[config.mk]
export PLATFORM = sky130hd
export DESIGN_NAME = alu_op_issue
export DESIGN_NICKNAME = d
export VERILOG_FILES = /design/src/rtl/alu_ops_pkg.sv /design/src/rtl/alu_op_decode.sv /design/src/rtl/alu_op_issue.sv
export SDC_FILE = /design/constraint.sdc
export NUM_CORES = 1
export LEC_CHECK = 0
export CELL_PAD_IN_SITES_DETAIL_PLACEMENT = 1
export CELL_PAD_IN_SITES_GLOBAL_PLACEMENT = 1
export CORE_MARGIN = 3
export CORE_UTILIZATION = 27
export DETAILED_ROUTE_END_ITERATION = 6
export GPL_TIMING_DRIVEN = 0
export MAX_ROUTING_LAYER = met4
export PLACE_DENSITY = 0.78
export SLEW_MARGIN = 20
export SYNTH_ARGS = -nofsm -noshare
export SYNTH_HDL_FRONTEND = slang
export SYNTH_SLANG_ARGS = --single-unit
export TNS_END_PERCENT = 10
[constraint.sdc]
create_clock -name clk -period 2.9 [get_ports clk]
set_clock_uncertainty 0.2 [all_clocks]
set_input_delay 0.435 -clock clk [delete_from_list [all_inputs] [get_ports clk]]
set_output_delay 0.435 -clock clk [all_outputs]
set_load 0.02 [all_outputs]
[src/rtl/alu_ops_pkg.sv]
`default_nettype none
// +----------------------------------------------------------------------------+
// | alu_ops_pkg                                                                |
// | Shared ALU Operation codes, ALUOp encodings and Funct7 constants.          |
// | Revision: 1.0                                                              |
// +----------------------------------------------------------------------------+
package alu_ops_pkg;

    localparam logic [3:0] c_op_and     = 4'b0000;
    localparam logic [3:0] c_op_or      = 4'b0001;
    localparam logic [3:0] c_op_add     = 4'b0010;
    localparam logic [3:0] c_op_sll     = 4'b0100;
    localparam logic [3:0] c_op_srl     = 4'b0101;
    localparam logic [3:0] c_op_sub     = 4'b0110;
    localparam logic [3:0] c_op_sra     = 4'b0111;
    localparam logic [3:0] c_op_eq      = 4'b1000;
    localparam logic [3:0] c_op_xor     = 4'b1001;
    localparam logic [3:0] c_op_lt      = 4'b1100;
    localparam logic [3:0] c_op_ne      = 4'b1110;
    localparam logic [3:0] c_op_illegal = 4'b1111;

    typedef enum logic [1:0] {
        ALUOP_LDST   = 2'b00,
        ALUOP_BRANCH = 2'b01,
        ALUOP_RTYPE  = 2'b10,
        ALUOP_ITYPE  = 2'b11
    } aluop_e;

    localparam logic [6:0] c_f7_base = 7'h00;
    localparam logic [6:0] c_f7_alt  = 7'h20;

endpackage
`default_nettype wire

[src/rtl/alu_op_decode.sv]
`default_nettype none
// +----------------------------------------------------------------------------+
// | alu_op_decode                                                              |
// | Combinational ALUOp/Funct3/Funct7 -> Operation, illegal flag, shamt select.|
// | Revision: 1.0                                                              |
// +----------------------------------------------------------------------------+
module alu_op_decode
    import alu_ops_pkg::*;
(
    input  logic [1:0] ALUOp,
    input  logic [2:0] Funct3,
    input  logic [6:0] Funct7,
    output logic [3:0] Operation,
    output logic       decode_illegal,
    output logic       shamt_sel
);

    logic w_rtype;
    logic w_f7_base;
    logic w_f7_alt;
    logic w_f7_ok;

    assign w_rtype   = (aluop_e'(ALUOp) == ALUOP_RTYPE);
    assign w_f7_base = (Funct7 == c_f7_base);
    assign w_f7_alt  = (Funct7 == c_f7_alt);
    // I-type Funct7 bits belong to the immediate, so only R-type checks them
    assign w_f7_ok   = !w_rtype || w_f7_base;

    always_comb begin
        Operation = c_op_illegal;
        case (aluop_e'(ALUOp))
            ALUOP_LDST: Operation = c_op_add;
            ALUOP_BRANCH: begin
                case (Funct3)
                    3'b000:  Operation = c_op_eq;
                    3'b001:  Operation = c_op_ne;
                    3'b100:  Operation = c_op_lt;
                    default: Operation = c_op_illegal;
                endcase
            end
            default: begin
                case (Funct3)
                    3'b000: begin
                        if (!w_rtype || w_f7_base) Operation = c_op_add;
                        else if (w_f7_alt)         Operation = c_op_sub;
                    end
                    3'b001: if (w_f7_base) Operation = c_op_sll;
                    3'b010: if (w_f7_ok)   Operation = c_op_lt;
                    3'b100: if (w_f7_ok)   Operation = c_op_xor;
                    3'b101: begin
                        if (w_f7_base)     Operation = c_op_srl;
                        else if (w_f7_alt) Operation = c_op_sra;
                    end
                    3'b110: if (w_f7_ok)   Operation = c_op_or;
                    3'b111: if (w_f7_ok)   Operation = c_op_and;
                    default: Operation = c_op_illegal;
                endcase
            end
        endcase
    end

    assign decode_illegal = (Operation == c_op_illegal);
    assign shamt_sel      = (aluop_e'(ALUOp) == ALUOP_ITYPE) &&
                            ((Funct3 == 3'b001) || (Funct3 == 3'b101));

endmodule
`default_nettype wire

[src/rtl/alu_op_issue.sv]
`default_nettype none
// +----------------------------------------------------------------------------+
// | alu_op_issue                                                               |
// | ID/EX issue register: decodes the ALU op, selects operands, counts illegal.|
// | Revision: 1.0                                                              |
// +----------------------------------------------------------------------------+
module alu_op_issue
    import alu_ops_pkg::*;
#(
    parameter int DATA_WIDTH    = 32,
    parameter int OPCODE_LENGTH = 4,
    parameter int CNT_WIDTH     = 8
) (
    input  logic                     clk,
    input  logic                     reset,
    input  logic                     in_valid,
    input  logic                     stall,
    input  logic                     flush,
    input  logic [1:0]               ALUOp,
    input  logic [2:0]               Funct3,
    input  logic [6:0]               Funct7,
    input  logic [DATA_WIDTH-1:0]    RD1,
    input  logic [DATA_WIDTH-1:0]    RD2,
    input  logic [DATA_WIDTH-1:0]    Imm,
    input  logic                     ALUSrc,
    output logic [DATA_WIDTH-1:0]    SrcA,
    output logic [DATA_WIDTH-1:0]    SrcB,
    output logic [OPCODE_LENGTH-1:0] Operation,
    output logic                     out_valid,
    output logic                     illegal,
    output logic [CNT_WIDTH-1:0]     illegal_cnt
);

    logic [3:0]               w_op;
    logic                     w_illegal;
    logic                     w_shamt_sel;
    logic [DATA_WIDTH-1:0]    w_srcb_next;

    logic [DATA_WIDTH-1:0]    r_srca;
    logic [DATA_WIDTH-1:0]    r_srcb;
    logic [OPCODE_LENGTH-1:0] r_op;
    logic                     r_valid;
    logic                     r_illegal;
    logic [CNT_WIDTH-1:0]     r_cnt;

    alu_op_decode u_decode (
        .ALUOp          (ALUOp),
        .Funct3         (Funct3),
        .Funct7         (Funct7),
        .Operation      (w_op),
        .decode_illegal (w_illegal),
        .shamt_sel      (w_shamt_sel)
    );

    // Immediate shifts carry funct7 in Imm[11:5]; only the shamt reaches the ALU
    assign w_srcb_next = w_shamt_sel ? {{(DATA_WIDTH-5){1'b0}}, Imm[4:0]}
                                     : (ALUSrc ? Imm : RD2);

    always_ff @(posedge clk) begin
        if (reset) begin
            r_srca    <= '0;
            r_srcb    <= '0;
            r_op      <= '0;
            r_valid   <= 1'b0;
            r_illegal <= 1'b0;
            r_cnt     <= '0;
        end else if (flush) begin
            r_srca    <= '0;
            r_srcb    <= '0;
            r_op      <= OPCODE_LENGTH'(c_op_add);
            r_valid   <= 1'b0;
            r_illegal <= 1'b0;
        end else if (!stall) begin
            r_srca    <= RD1;
            r_srcb    <= w_srcb_next;
            r_op      <= OPCODE_LENGTH'(w_op);
            r_valid   <= in_valid;
            r_illegal <= in_valid && w_illegal;
            if (in_valid && w_illegal && (r_cnt != {CNT_WIDTH{1'b1}}))
                r_cnt <= r_cnt + CNT_WIDTH'(1);
        end
    end

    assign SrcA        = r_srca;
    assign SrcB        = r_srcb;
    assign Operation   = r_op;
    assign out_valid   = r_valid;
    assign illegal     = r_illegal;
    assign illegal_cnt = r_cnt;

endmodule
`default_nettype wire

==> run summary <==
DP Cell Count - 750
final instance area - 0.005936 mm²
Tmin final - 2717 ps
die area - 0.01442 mm²
clk buf depth - 2
largest net degree at the start of global routing - 16
PortBufs - 187
hold crit path type - flop to flop
total power - 2.897 mW
R2R Setup Slk - 740 ps
Clock Latency Late Sink - 340 ps
setup TNS - 0 ps
Mean Syn Cell Area - 8.986 µm²
Yosys reg bits - 78
Detail Placement HPWL - 9.932 mm
RSZ-0062 raised after global routing - no
Fmax achieved - 368.1 MHz
yosys warns - 0
worst slew pin tran - 784.6 ps
row count - 41
fill cell count - 1,484
share of the synthesized area in the top cell type - 0.4444
Crit Path Category - input pin to flop
initial antenna violation count - 0
met2 Use GR - 0.3186
max_cap viols - 0
logic gate share of total power - 0.177
Hold Buf Count CTS - 0
Yosys cell types - 45
Placed Area - 0.005600 mm²
cts bufs inserted - 9
IO Count - 192
final setup fails - 0
switching fraction of total power - 0.2563
cell taking the most area after synthesis - dfxtp_1
Synth top cells by count - dfxtp_1 (78), nor2_1 (76), mux2i_1 (65)
DRC violations left - 0
first-pass GRT wire length - 20.24 mm
Multi-input gate area - 0.001803 mm²
clock power share - 0.435
Crit path required time - 2910 ps
share of cells above drive strength 1 - 0.05051
GP Congestion - 0.7909
Worst Hold Launch - illegal$_SDFFE_PP0N_
hold depth - 2
largest cells by area after synthesis - dfxtp_1 (44%), mux2i_1 (19%), nor2_1 (8.1%)
count leader, synth - dfxtp_1
Max Slew Vio Count - 0
GRT met3 Usage - 0.06362
H-tree depth - 3
CTS resizes - 0
CTS tree - built
antenna viol nets, final - 0
worst reg2reg path startpoint - illegal_cnt[3]$_SDFFE_PP0P_
Detailed Route Iter0 Violations - 117
Cell Int Power - 2.155 mW
# clock sinks - 78
Slew HR - 0.4769
Power Density - 488.1 mW/mm²
core area - 0.01267 mm²
WHS Endpoint - illegal$_SDFFE_PP0N_
register area - 0.001562 mm²
initial core utilization - 0.2773
Fin. Hold Viols - 0
Startpoint Class - input pin
Syn Nets - 506
vias in the first global route - 3,977
via/cell ratio - 4.726
Reg2Reg Depth - 6
CP endpoint kind - flop
Vert. Die Dim - 120.1 µm
register area share after synthesis - 0.4444
GRT overflow - 0
grt peak-use layer - met2
Final Non-Filler Cells - 766
leak pwr - 2.298 nW
clock tree root buffer cell - clkbuf_16
final worst-path cycle share - 0.9367
diodes inserted - 0
Final nets - 704
worst reg2reg path endpoint - illegal_cnt[7]$_SDFFE_PP0P_
postcts setup bufs - 0
CP Data Arrival Time - 2730 ps
worst vdd ir - 0.3071 mV
grt met1 use - 0.1917
Worst-path clk slew - 60 ps
Mapped Area - 0.003513 mm²
total iterations of the first detailed-routing run - 4
Syn Inst Count - 391
Max FO, Critical Path - 10
status - complete, no violations
routed vias - 3,620
sequential share of power - 0.388
Synth-to-Final Area Change - 68.95%
Avg WL per Cell - 17.05 µm
Post-synth EDFFs - 0
GR Util All Layers - 0.1830
sw power - 742.5 µW
Die Wd - 120.1 µm
Post-synth ARST share - 0
ys flop type - dfxtp_1
Routed Wire Length - 13.06 mm
-- power groups by stage --
stage | registers [mW] | logic [mW] | clock network (mW)
finish | 1.12 | 0.513 | 1.26
global route | 1.13 | 0.557 | 1.33
CTS | 1.12 | 0.520 | 1.30
detailed placement | 1.15 | 0.515 | 0
global placement | 1.15 | 0.503 | 0
floorplan | 1.19 | 0.193 | 0
-- registers in the layout, summed over array words and instances (netlist names) --
name / flops
illegal_cnt: 8
out_valid: 1
Operation: 4
SrcB: 32
illegal: 1
SrcA: 32
-- critical path, cell delays in order --
cell	delay, ps
clkdlybuf4s50_1	480
buf_4	170
and2b_1	150
o21ai_0	130
a222oi_1	450
nand4_2	270
buf_6	230
o41ai_1	320
a21oi_1	100
-- stage by stage --
stage / util / setup WS (ps) / hold slack (ps)
CTS: 0.4680 / 105.8 / 286.3
detailed placement: 0.4420 / -237.6 / 277.3
finish: 0.4685 / 183.4 / 273.5
global placement: 0.4420 / -93.11 / 254.7
floorplan: - / 601.4 / 345.0
global route: 0.4685 / 20.61 / 303.8
-- cell usage in the layout (no fill, tap or decap), types with 5 or more instances in the layout --
master / netlist / final
a21oi_1: 40 / 40
buf_1: 7 / 7
clkbuf_1: 20 / 20
clkbuf_16: 0 / 9
clkdlybuf4s50_1: 0 / 187
dfxtp_1: 78 / 78
mux2_2: 6 / 6
mux2i_1: 65 / 65
nand2_1: 5 / 5
nor2_1: 76 / 76
nor2b_1: 6 / 6
nor3_1: 29 / 29
o31ai_1: 5 / 5
-- layer usage --
metal / vias up / routed length [µm]
met1: 1691 / 5158
met4: 0 / 223
met5: - / 0
li1: 1772 / -
met2: 141 / 6522
met3: 16 / 1155
-- worst max path at each step --
stage	from	cells after the start	endpoint	slack [ps]
after floorplan	Funct3[2]	8	illegal_cnt[5]$_SDFFE_PP0P_	600
after global placement	ALUOp[1]	9	illegal_cnt[5]$_SDFFE_PP0P_	-90
after detailed placement	ALUOp[1]	9	illegal_cnt[5]$_SDFFE_PP0P_	-240
after CTS	ALUOp[1]	8	illegal_cnt[6]$_SDFFE_PP0P_	110
after global routing	ALUOp[0]	8	illegal_cnt[0]$_SDFFE_PP0P_	20
final	ALUOp[1]	9	illegal_cnt[5]$_SDFFE_PP0P_	180
-- layout make-up --
cell class | instances | share of cell area
flip-flops and latches | 78 | 0.2631
multi-input cells | 277 | 0.3038
inverters | 4 | 0.002530
clock buffers | 9 | 0.03794
plain buffers | 32 | 0.02361
well taps | 172 | 0.03626
repair buffers | 187 | 0.3153
clock inverters | 7 | 0.01750
-- cell families (layout without fill, tap and decap cells) --
group | after synthesis | in the layout | synth area share
AND/OR/NAND/NOR | 139 | 139 | 0.1848
flip-flops | 78 | 78 | 0.4444
multiplexers | 72 | 72 | 0.2076
AO/OA/AOI/OAI | 64 | 64 | 0.1143
buffers and inverters | 36 | 239 | 0.04238
adder cells (fa/ha/maj) | 2 | 2 | 0.006410
Power figures use the tool's default switching activity.
